--- src/rtl/writeback_unit_if.sv ---
// Bundle of the write-back unit's result, scoreboard and register-file write signals.
// The master side drives results and hazard selects; the slave side is the unit itself.
interface writeback_unit_if #(
   parameter int unsigned REG_WIDTH      = 32,
   parameter int unsigned REG_ADDR_WIDTH = 5,
   parameter int unsigned FIFO_DEPTH     = 4
);
   localparam int unsigned CNT_WIDTH = $clog2(FIFO_DEPTH + 1);

   logic                      alu_valid;
   logic [REG_ADDR_WIDTH-1:0] alu_rd;
   logic [REG_WIDTH-1:0]      alu_data;

   logic                      lsu_valid;
   logic                      lsu_ready;
   logic [REG_ADDR_WIDTH-1:0] lsu_rd;
   logic [REG_WIDTH-1:0]      lsu_data;

   logic                      pend_set;
   logic [REG_ADDR_WIDTH-1:0] pend_rd;
   logic [REG_ADDR_WIDTH-1:0] ra_sel;
   logic [REG_ADDR_WIDTH-1:0] rb_sel;
   logic                      hazard;

   logic                      rf_we;
   logic [REG_ADDR_WIDTH-1:0] rf_rd;
   logic [REG_WIDTH-1:0]      rf_data;
   logic [CNT_WIDTH-1:0]      fifo_count;

   modport master (
      output alu_valid, alu_rd, alu_data,
      output lsu_valid, lsu_rd, lsu_data,
      output pend_set, pend_rd, ra_sel, rb_sel,
      input  lsu_ready, hazard, rf_we, rf_rd, rf_data, fifo_count
   );

   modport slave (
      input  alu_valid, alu_rd, alu_data,
      input  lsu_valid, lsu_rd, lsu_data,
      input  pend_set, pend_rd, ra_sel, rb_sel,
      output lsu_ready, hazard, rf_we, rf_rd, rf_data, fifo_count
   );
endinterface

--- src/rtl/writeback_unit.sv ---
// Write-back stage: merges ALU and buffered late results into one registered
// register-file write per cycle and tracks pending late writes per register.
module writeback_unit #(
   parameter int unsigned REG_WIDTH      = 32,
   parameter int unsigned REG_ADDR_WIDTH = 5,
   parameter int unsigned FIFO_DEPTH     = 4,
   parameter bit          R0_IS_ZERO     = 1'b1
) (
   input logic             clk,
   input logic             rst_n,
   writeback_unit_if.slave bus
);
   localparam int unsigned REG_COUNT = 2 ** REG_ADDR_WIDTH;
   localparam int unsigned PTR_WIDTH = $clog2(FIFO_DEPTH);
   localparam int unsigned CNT_WIDTH = $clog2(FIFO_DEPTH + 1);
   localparam logic [CNT_WIDTH-1:0] FULL_CNT = CNT_WIDTH'(FIFO_DEPTH);

   logic [REG_ADDR_WIDTH-1:0] rd_mem   [FIFO_DEPTH];
   logic [REG_WIDTH-1:0]      data_mem [FIFO_DEPTH];

   logic [PTR_WIDTH-1:0]      wptr_q, wptr_d;
   logic [PTR_WIDTH-1:0]      rptr_q, rptr_d;
   logic [CNT_WIDTH-1:0]      count_q, count_d;
   logic [REG_COUNT-1:0]      busy_q, busy_d;

   logic                      rf_we_q, rf_we_d;
   logic [REG_ADDR_WIDTH-1:0] rf_rd_q, rf_rd_d;
   logic [REG_WIDTH-1:0]      rf_data_q, rf_data_d;

   logic                      push, pop;
   logic [REG_ADDR_WIDTH-1:0] head_rd;
   logic [REG_WIDTH-1:0]      head_data;
   logic                      sel_valid;
   logic [REG_ADDR_WIDTH-1:0] sel_rd;
   logic [REG_WIDTH-1:0]      sel_data;
   logic                      sel_is_r0;

   // Readiness looks only at the registered count, so a pop never frees a slot same-cycle.
   assign bus.lsu_ready = rst_n & (count_q < FULL_CNT);

   assign push      = bus.lsu_valid & bus.lsu_ready;
   assign pop       = ~bus.alu_valid & (count_q != '0);
   assign head_rd   = rd_mem[rptr_q];
   assign head_data = data_mem[rptr_q];

   assign sel_valid = bus.alu_valid | pop;
   assign sel_rd    = bus.alu_valid ? bus.alu_rd : head_rd;
   assign sel_data  = bus.alu_valid ? bus.alu_data : head_data;
   assign sel_is_r0 = R0_IS_ZERO && (sel_rd == '0);

   always_comb begin
      wptr_d    = wptr_q;
      rptr_d    = rptr_q;
      count_d   = count_q;
      rf_we_d   = 1'b0;
      rf_rd_d   = rf_rd_q;
      rf_data_d = rf_data_q;

      if (push) begin
         wptr_d = wptr_q + 1'b1;
      end
      if (pop) begin
         rptr_d = rptr_q + 1'b1;
      end

      unique case ({push, pop})
         2'b10:   count_d = count_q + 1'b1;
         2'b01:   count_d = count_q - 1'b1;
         default: count_d = count_q;
      endcase

      // A write to r0 still consumes its source but leaves the port idle.
      if (sel_valid && !sel_is_r0) begin
         rf_we_d   = 1'b1;
         rf_rd_d   = sel_rd;
         rf_data_d = sel_data;
      end
   end

   // Clear before set so a same-cycle dispatch to the popped register stays pending.
   always_comb begin
      busy_d = busy_q;
      if (pop) begin
         busy_d[head_rd] = 1'b0;
      end
      if (bus.pend_set) begin
         busy_d[bus.pend_rd] = 1'b1;
      end
      if (R0_IS_ZERO) begin
         busy_d[0] = 1'b0;
      end
   end

   always_ff @(posedge clk) begin
      if (!rst_n) begin
         wptr_q    <= '0;
         rptr_q    <= '0;
         count_q   <= '0;
         busy_q    <= '0;
         rf_we_q   <= 1'b0;
         rf_rd_q   <= '0;
         rf_data_q <= '0;
      end else begin
         wptr_q    <= wptr_d;
         rptr_q    <= rptr_d;
         count_q   <= count_d;
         busy_q    <= busy_d;
         rf_we_q   <= rf_we_d;
         rf_rd_q   <= rf_rd_d;
         rf_data_q <= rf_data_d;
      end
   end

   // Storage needs no reset: an entry is only read once the count says it was written.
   always_ff @(posedge clk) begin
      if (push) begin
         rd_mem[wptr_q]   <= bus.lsu_rd;
         data_mem[wptr_q] <= bus.lsu_data;
      end
   end

   assign bus.hazard     = busy_q[bus.ra_sel] | busy_q[bus.rb_sel];
   assign bus.rf_we      = rf_we_q;
   assign bus.rf_rd      = rf_rd_q;
   assign bus.rf_data    = rf_data_q;
   assign bus.fifo_count = count_q;
endmodule

--- src/flat_wrapper.sv ---
// flat-port wrapper written by rule: the top's interface ports become plain ports
module writeback_unit_flat 
#(
   parameter int unsigned REG_WIDTH      = 32,
   parameter int unsigned REG_ADDR_WIDTH = 5,
   parameter int unsigned FIFO_DEPTH     = 4,
   parameter bit          R0_IS_ZERO     = 1'b1
)
  (clk, rst_n, bus_alu_valid, bus_alu_rd, bus_alu_data, bus_lsu_valid, bus_lsu_rd, bus_lsu_data, bus_pend_set, bus_pend_rd, bus_ra_sel, bus_rb_sel, bus_lsu_ready, bus_hazard, bus_rf_we, bus_rf_rd, bus_rf_data, bus_fifo_count);
  writeback_unit_if #(.REG_WIDTH(REG_WIDTH), .REG_ADDR_WIDTH(REG_ADDR_WIDTH), .FIFO_DEPTH(FIFO_DEPTH)) bus_i ();
  input logic clk;
  input logic rst_n;
  input wire logic [$bits(bus_i.alu_valid)-1:0] bus_alu_valid;
  input wire logic [$bits(bus_i.alu_rd)-1:0] bus_alu_rd;
  input wire logic [$bits(bus_i.alu_data)-1:0] bus_alu_data;
  input wire logic [$bits(bus_i.lsu_valid)-1:0] bus_lsu_valid;
  input wire logic [$bits(bus_i.lsu_rd)-1:0] bus_lsu_rd;
  input wire logic [$bits(bus_i.lsu_data)-1:0] bus_lsu_data;
  input wire logic [$bits(bus_i.pend_set)-1:0] bus_pend_set;
  input wire logic [$bits(bus_i.pend_rd)-1:0] bus_pend_rd;
  input wire logic [$bits(bus_i.ra_sel)-1:0] bus_ra_sel;
  input wire logic [$bits(bus_i.rb_sel)-1:0] bus_rb_sel;
  output wire logic [$bits(bus_i.lsu_ready)-1:0] bus_lsu_ready;
  output wire logic [$bits(bus_i.hazard)-1:0] bus_hazard;
  output wire logic [$bits(bus_i.rf_we)-1:0] bus_rf_we;
  output wire logic [$bits(bus_i.rf_rd)-1:0] bus_rf_rd;
  output wire logic [$bits(bus_i.rf_data)-1:0] bus_rf_data;
  output wire logic [$bits(bus_i.fifo_count)-1:0] bus_fifo_count;
  assign bus_i.alu_valid = bus_alu_valid;
  assign bus_i.alu_rd = bus_alu_rd;
  assign bus_i.alu_data = bus_alu_data;
  assign bus_i.lsu_valid = bus_lsu_valid;
  assign bus_i.lsu_rd = bus_lsu_rd;
  assign bus_i.lsu_data = bus_lsu_data;
  assign bus_i.pend_set = bus_pend_set;
  assign bus_i.pend_rd = bus_pend_rd;
  assign bus_i.ra_sel = bus_ra_sel;
  assign bus_i.rb_sel = bus_rb_sel;
  assign bus_lsu_ready = bus_i.lsu_ready;
  assign bus_hazard = bus_i.hazard;
  assign bus_rf_we = bus_i.rf_we;
  assign bus_rf_rd = bus_i.rf_rd;
  assign bus_rf_data = bus_i.rf_data;
  assign bus_fifo_count = bus_i.fifo_count;
  writeback_unit #(.REG_WIDTH(REG_WIDTH), .REG_ADDR_WIDTH(REG_ADDR_WIDTH), .FIFO_DEPTH(FIFO_DEPTH), .R0_IS_ZERO(R0_IS_ZERO)) u_core (.clk(clk), .rst_n(rst_n), .bus(bus_i));
endmodule
--- config.mk ---
export PLATFORM = sky130hd
export DESIGN_NAME = writeback_unit_flat
export DESIGN_NICKNAME = d
export VERILOG_FILES = /design/src/rtl/writeback_unit_if.sv /design/src/rtl/writeback_unit.sv /design/src/flat_wrapper.sv
export SDC_FILE = /design/constraint.sdc
export NUM_CORES = 1
export LEC_CHECK = 0
export ABC_AREA = 0
export BUFFER_PORTS_ARGS = -buffer_cell sky130_fd_sc_hd__buf_2
export CELL_PAD_IN_SITES_DETAIL_PLACEMENT = 2
export CELL_PAD_IN_SITES_GLOBAL_PLACEMENT = 2
export CORE_MARGIN = 2
export CORE_UTILIZATION = 40
export DETAILED_ROUTE_END_ITERATION = 8
export GPL_TIMING_DRIVEN = 0
export HOLD_SLACK_MARGIN = 0.05
export PLACE_DENSITY_LB_ADDON = 0.1
export SLEW_MARGIN = 10
export SYNTH_ARGS = -nofsm -noshare
export SYNTH_HDL_FRONTEND = slang
export SYNTH_SLANG_ARGS = --single-unit
--- constraint.sdc ---
create_clock -name clk -period 7.5 [get_ports clk]
set_input_delay 1.5 -clock clk [delete_from_list [all_inputs] [get_ports clk]]
set_output_delay 1.5 -clock clk [all_outputs]
set_load 0.01 [all_outputs]
==> summary.txt <==
number of enable flip-flop cells after synthesis -> 148
CP max FO -> 7
Antenna Nets Post-Route -> 0
Placed Area -> 10,640 um2
Final Hold Viols -> 0
CTS tree -> yes
clk sinks -> 226
syn nets -> 738
# rows -> 56
Synthesis Warnings -> 0
Setup crit start -> bus_rb_sel[0]
worst slack at placement -> 2.559 ns
post-synthesis async set-or-reset flop share -> 0%
fillers -> 2,277
Mapped Cells -> 638
P_sw -> 1055 uW
Layout area overhead -> 20.60%
initial drt markers -> 299
first-pass GRT wire length -> 42.58 mm
fin area -> 11,460 um2
drt pass-1 iters -> 4
reg2reg setup slack -> 5.03 ns
DRC errors left -> 0
pwr/cell area -> 312.4 nW/um2
Layout Skew -> 0.01696 ns
clock power share -> 33.7%
post-layout minimum cycle time -> 4.904 ns
H-tree levels -> 1
synth top area cells -> edfxtp_1, dfxtp_1, mux4_2
Hold-fix buffers, CTS -> 0
Mean Syn Cell Area -> 14.89 um2
sequential share of the synthesized area -> 63.22%
Mapped Area -> 9500 um2
GR Util All Layers -> 22.86%
CTS resizes -> 0
# setup viols final -> 0
initial antenna violation count -> 4
Worst-Margin Slew -> 1.305 ns
worst min path class -> reg -> reg
Setup TNS -> 0 ns
fmax -> 203.9 MHz
setup bufs post-CTS -> 0
largest net degree at the start of global routing -> 26
share of the synthesized area in the top cell type -> 46.78%
CP Capture Point -> bus_hazard
combinational power share -> 23.6%
Sequential Area -> 6006 um2
Top FF cell, synth -> edfxtp_1
max_cap viols -> 0
Worst Reg-to-Reg Cells -> 7
routed len/inst -> 24.63 um
final HPWL from detailed placement -> 19.17 mm
routability cong. -> 0.7918
status -> complete, no violations
crit path kind -> in -> out
port bufs -> 130
Sw Share -> 29.47%
total gr overflow -> 0
vias per cell -> 5.467
RSZ-0062 raised after global routing -> no
leak pwr -> 0.004159 uW
layout cell share with drive strength beyond 1 -> 30.35%
Vias -> 6,227
CTS root buf -> clkbuf_16
Yosys reg bits -> 226
Max Slew Vio Count -> 0
Worst setup EP type -> output port
sequential power share -> 42.7%
worst-case clock buffer depth -> 3
io pins -> 137
Crit path required time -> 6.00 ns
max_slew headroom -> 12.80%
maximum VDD drop -> 0.2511 mV
CP arrival -> 3.40 ns
die area -> 25,000 um2
clock-pin slew on the worst setup and hold paths -> 0.06 ns
Tcrit/Tclk final -> 65.39%
Die X -> 158.1 um
vias in the first global route -> 7,027
Die Height -> 158.1 um
Final Net Count -> 899
clk_lat worst skew -> 0.52 ns
Cell variety after synth -> 39
cts bufs inserted -> 25
final setup margin -> 2.596 ns
cell taking the most area after synthesis -> edfxtp_1
wirelength, routed -> 28.05 mm
worst r2r dst -> u_core.bus.rf_data[19]
CP Launch Type -> input port
Initial Util -> 40.60%
Multi-input gate area -> 3278 um2
P_int -> 2525 uW
total core area -> 23,400 um2
worst min path at each step:
| stage | startpoint | to | slack [ns] | cells after the start |
|---|---|---|---|---|
| after detailed placement | u_core.bus.rf_rd[2] | u_core.bus.rf_rd[2] | 0.46 | 2 |
| after CTS | u_core.bus.rf_rd[2] | u_core.bus.rf_rd[2] | 0.47 | 2 |
| final | u_core.bus.rf_rd[2] | u_core.bus.rf_rd[2] | 0.47 | 2 |
| after global placement | u_core.bus.rf_rd[3] | u_core.bus.rf_rd[3] | 0.44 | 2 |
| after floorplan | u_core.busy_q[30] | u_core.busy_q[30] | 0.46 | 2 |
| after global routing | u_core.bus.rf_rd[2] | u_core.bus.rf_rd[2] | 0.50 | 2 |
state kept, by name, indices dropped and copies added, names as in the netlist, 2 cells and up, named ones only:
signal,count
u_core.data_mem,128
u_core.bus.rf_data,32
u_core.busy_q,31
u_core.bus.rf_rd,5
u_core.bus.fifo_count,3
u_core.rd_mem,20
u_core.rptr_q,2
u_core.wptr_q,2
logic make-up (layout without fill, tap and decap cells):
logic type      after synthesis  after routing  share of synthesized area (%)
mux                         100            100                          17.42
compound gates              114            114                          9.140
flops                       226            226                          63.22
buf+inv                      46            225                          2.331
xor+xnor                      5              5                         0.4610
simple gates                141            141                          6.559
other cells                   0              3                              0
fa+ha+maj                     6              6                         0.8692
critical path, cell delays in order:
cell and delay, ns:
clkbuf_1 0.49, mux4_2 0.62, mux4_2 0.48, nand2_1 0.08, o211ai_1 0.08, buf_2 0.15
final cells by class:
class / instances / area share, %
clock buffers: 30 / 5.886
well taps: 319 / 3.484
plain buffers: 39 / 1.704
diodes: 3 / 0.06552
multi-input cells: 366 / 28.61
repair buffers: 134 / 6.443
inverters: 7 / 0.2293
clock inverters: 15 / 1.158
flip-flops and latches: 226 / 52.42
synth_stat cells, drive strengths merged, types with 2 or more instances:
cell	instances
xnor2	3
o221a	32
o21ai	40
nand2	98
clkbuf	21
nor3	3
buf	18
nor2	7
o22ai	2
mux2i	45
ha	5
mux2	3
nor2b	4
a21boi	32
and3b	2
and3	8
edfxtp	148
inv	7
a21oi	3
xor2	2
mux4	52
nor3b	5
nand3	3
a22oi	2
dfxtp	78
and2	9
metrics by stage:
| step | std cells | power [uW] | util, % | hold WS [ns] |
|---|---|---|---|---|
| floorplan | 638 | 2068 | - | 0.4638 |
| global placement | 1087 | 2344 | 45.08 | 0.4361 |
| detailed placement | 1091 | 2403 | 45.48 | 0.4637 |
| CTS | 1136 | 3622 | 48.93 | 0.4727 |
| global route | 1137 | 3737 | 48.94 | 0.5000 |
| finish | 1139 | 3580 | 48.96 | 0.4689 |
metal layers:
| layer | global-route usage [%] | share of wire, % | vias up | wire, um |
|---|---|---|---|---|
| met5 | 0 | 0.046 | - | 13 |
| met4 | 4.033 | 1.0 | 2 | 290 |
| met3 | 4.079 | 4.7 | 27 | 1318 |
| li1 | - | - | 2794 | - |
| met2 | 41.12 | 52 | 146 | 14500 |
| met1 | 29.25 | 43 | 3258 | 11930 |
power by group through the flow:
stage / Combinational (uW) / Clock, uW / Sequential [uW]
5_1_grt: 922 / 1280 / 1540
4_1_cts: 858 / 1230 / 1530
3_5_place_dp: 852 / 0 / 1550
6_report: 845 / 1210 / 1530
3_3_place_gp: 800 / 0 / 1540
2_1_floorplan: 502 / 0 / 1570
placed cells by master, fill, tap and decap left out, types with 3 or more instances in the layout:
cell type,instances
a21boi_1,31
a21oi_1,3
and2_1,9
and3_1,4
and3_2,4
buf_1,3
buf_12,3
buf_2,136
buf_4,7
clkbuf_1,23
clkbuf_16,25
clkbuf_8,3
clkinv_1,3
clkinv_2,6
clkinvlp_4,3
dfxtp_1,78
diode_2,3
edfxtp_1,148
ha_1,5
inv_1,6
mux2i_1,45
mux4_2,52
nand2_1,98
nand3_1,3
nor2_1,7
nor2b_1,4
nor3_1,3
nor3b_1,5
o21ai_0,4
o21ai_1,36
o221a_1,32
xnor2_1,3
Power figures use the tool's default switching activity.
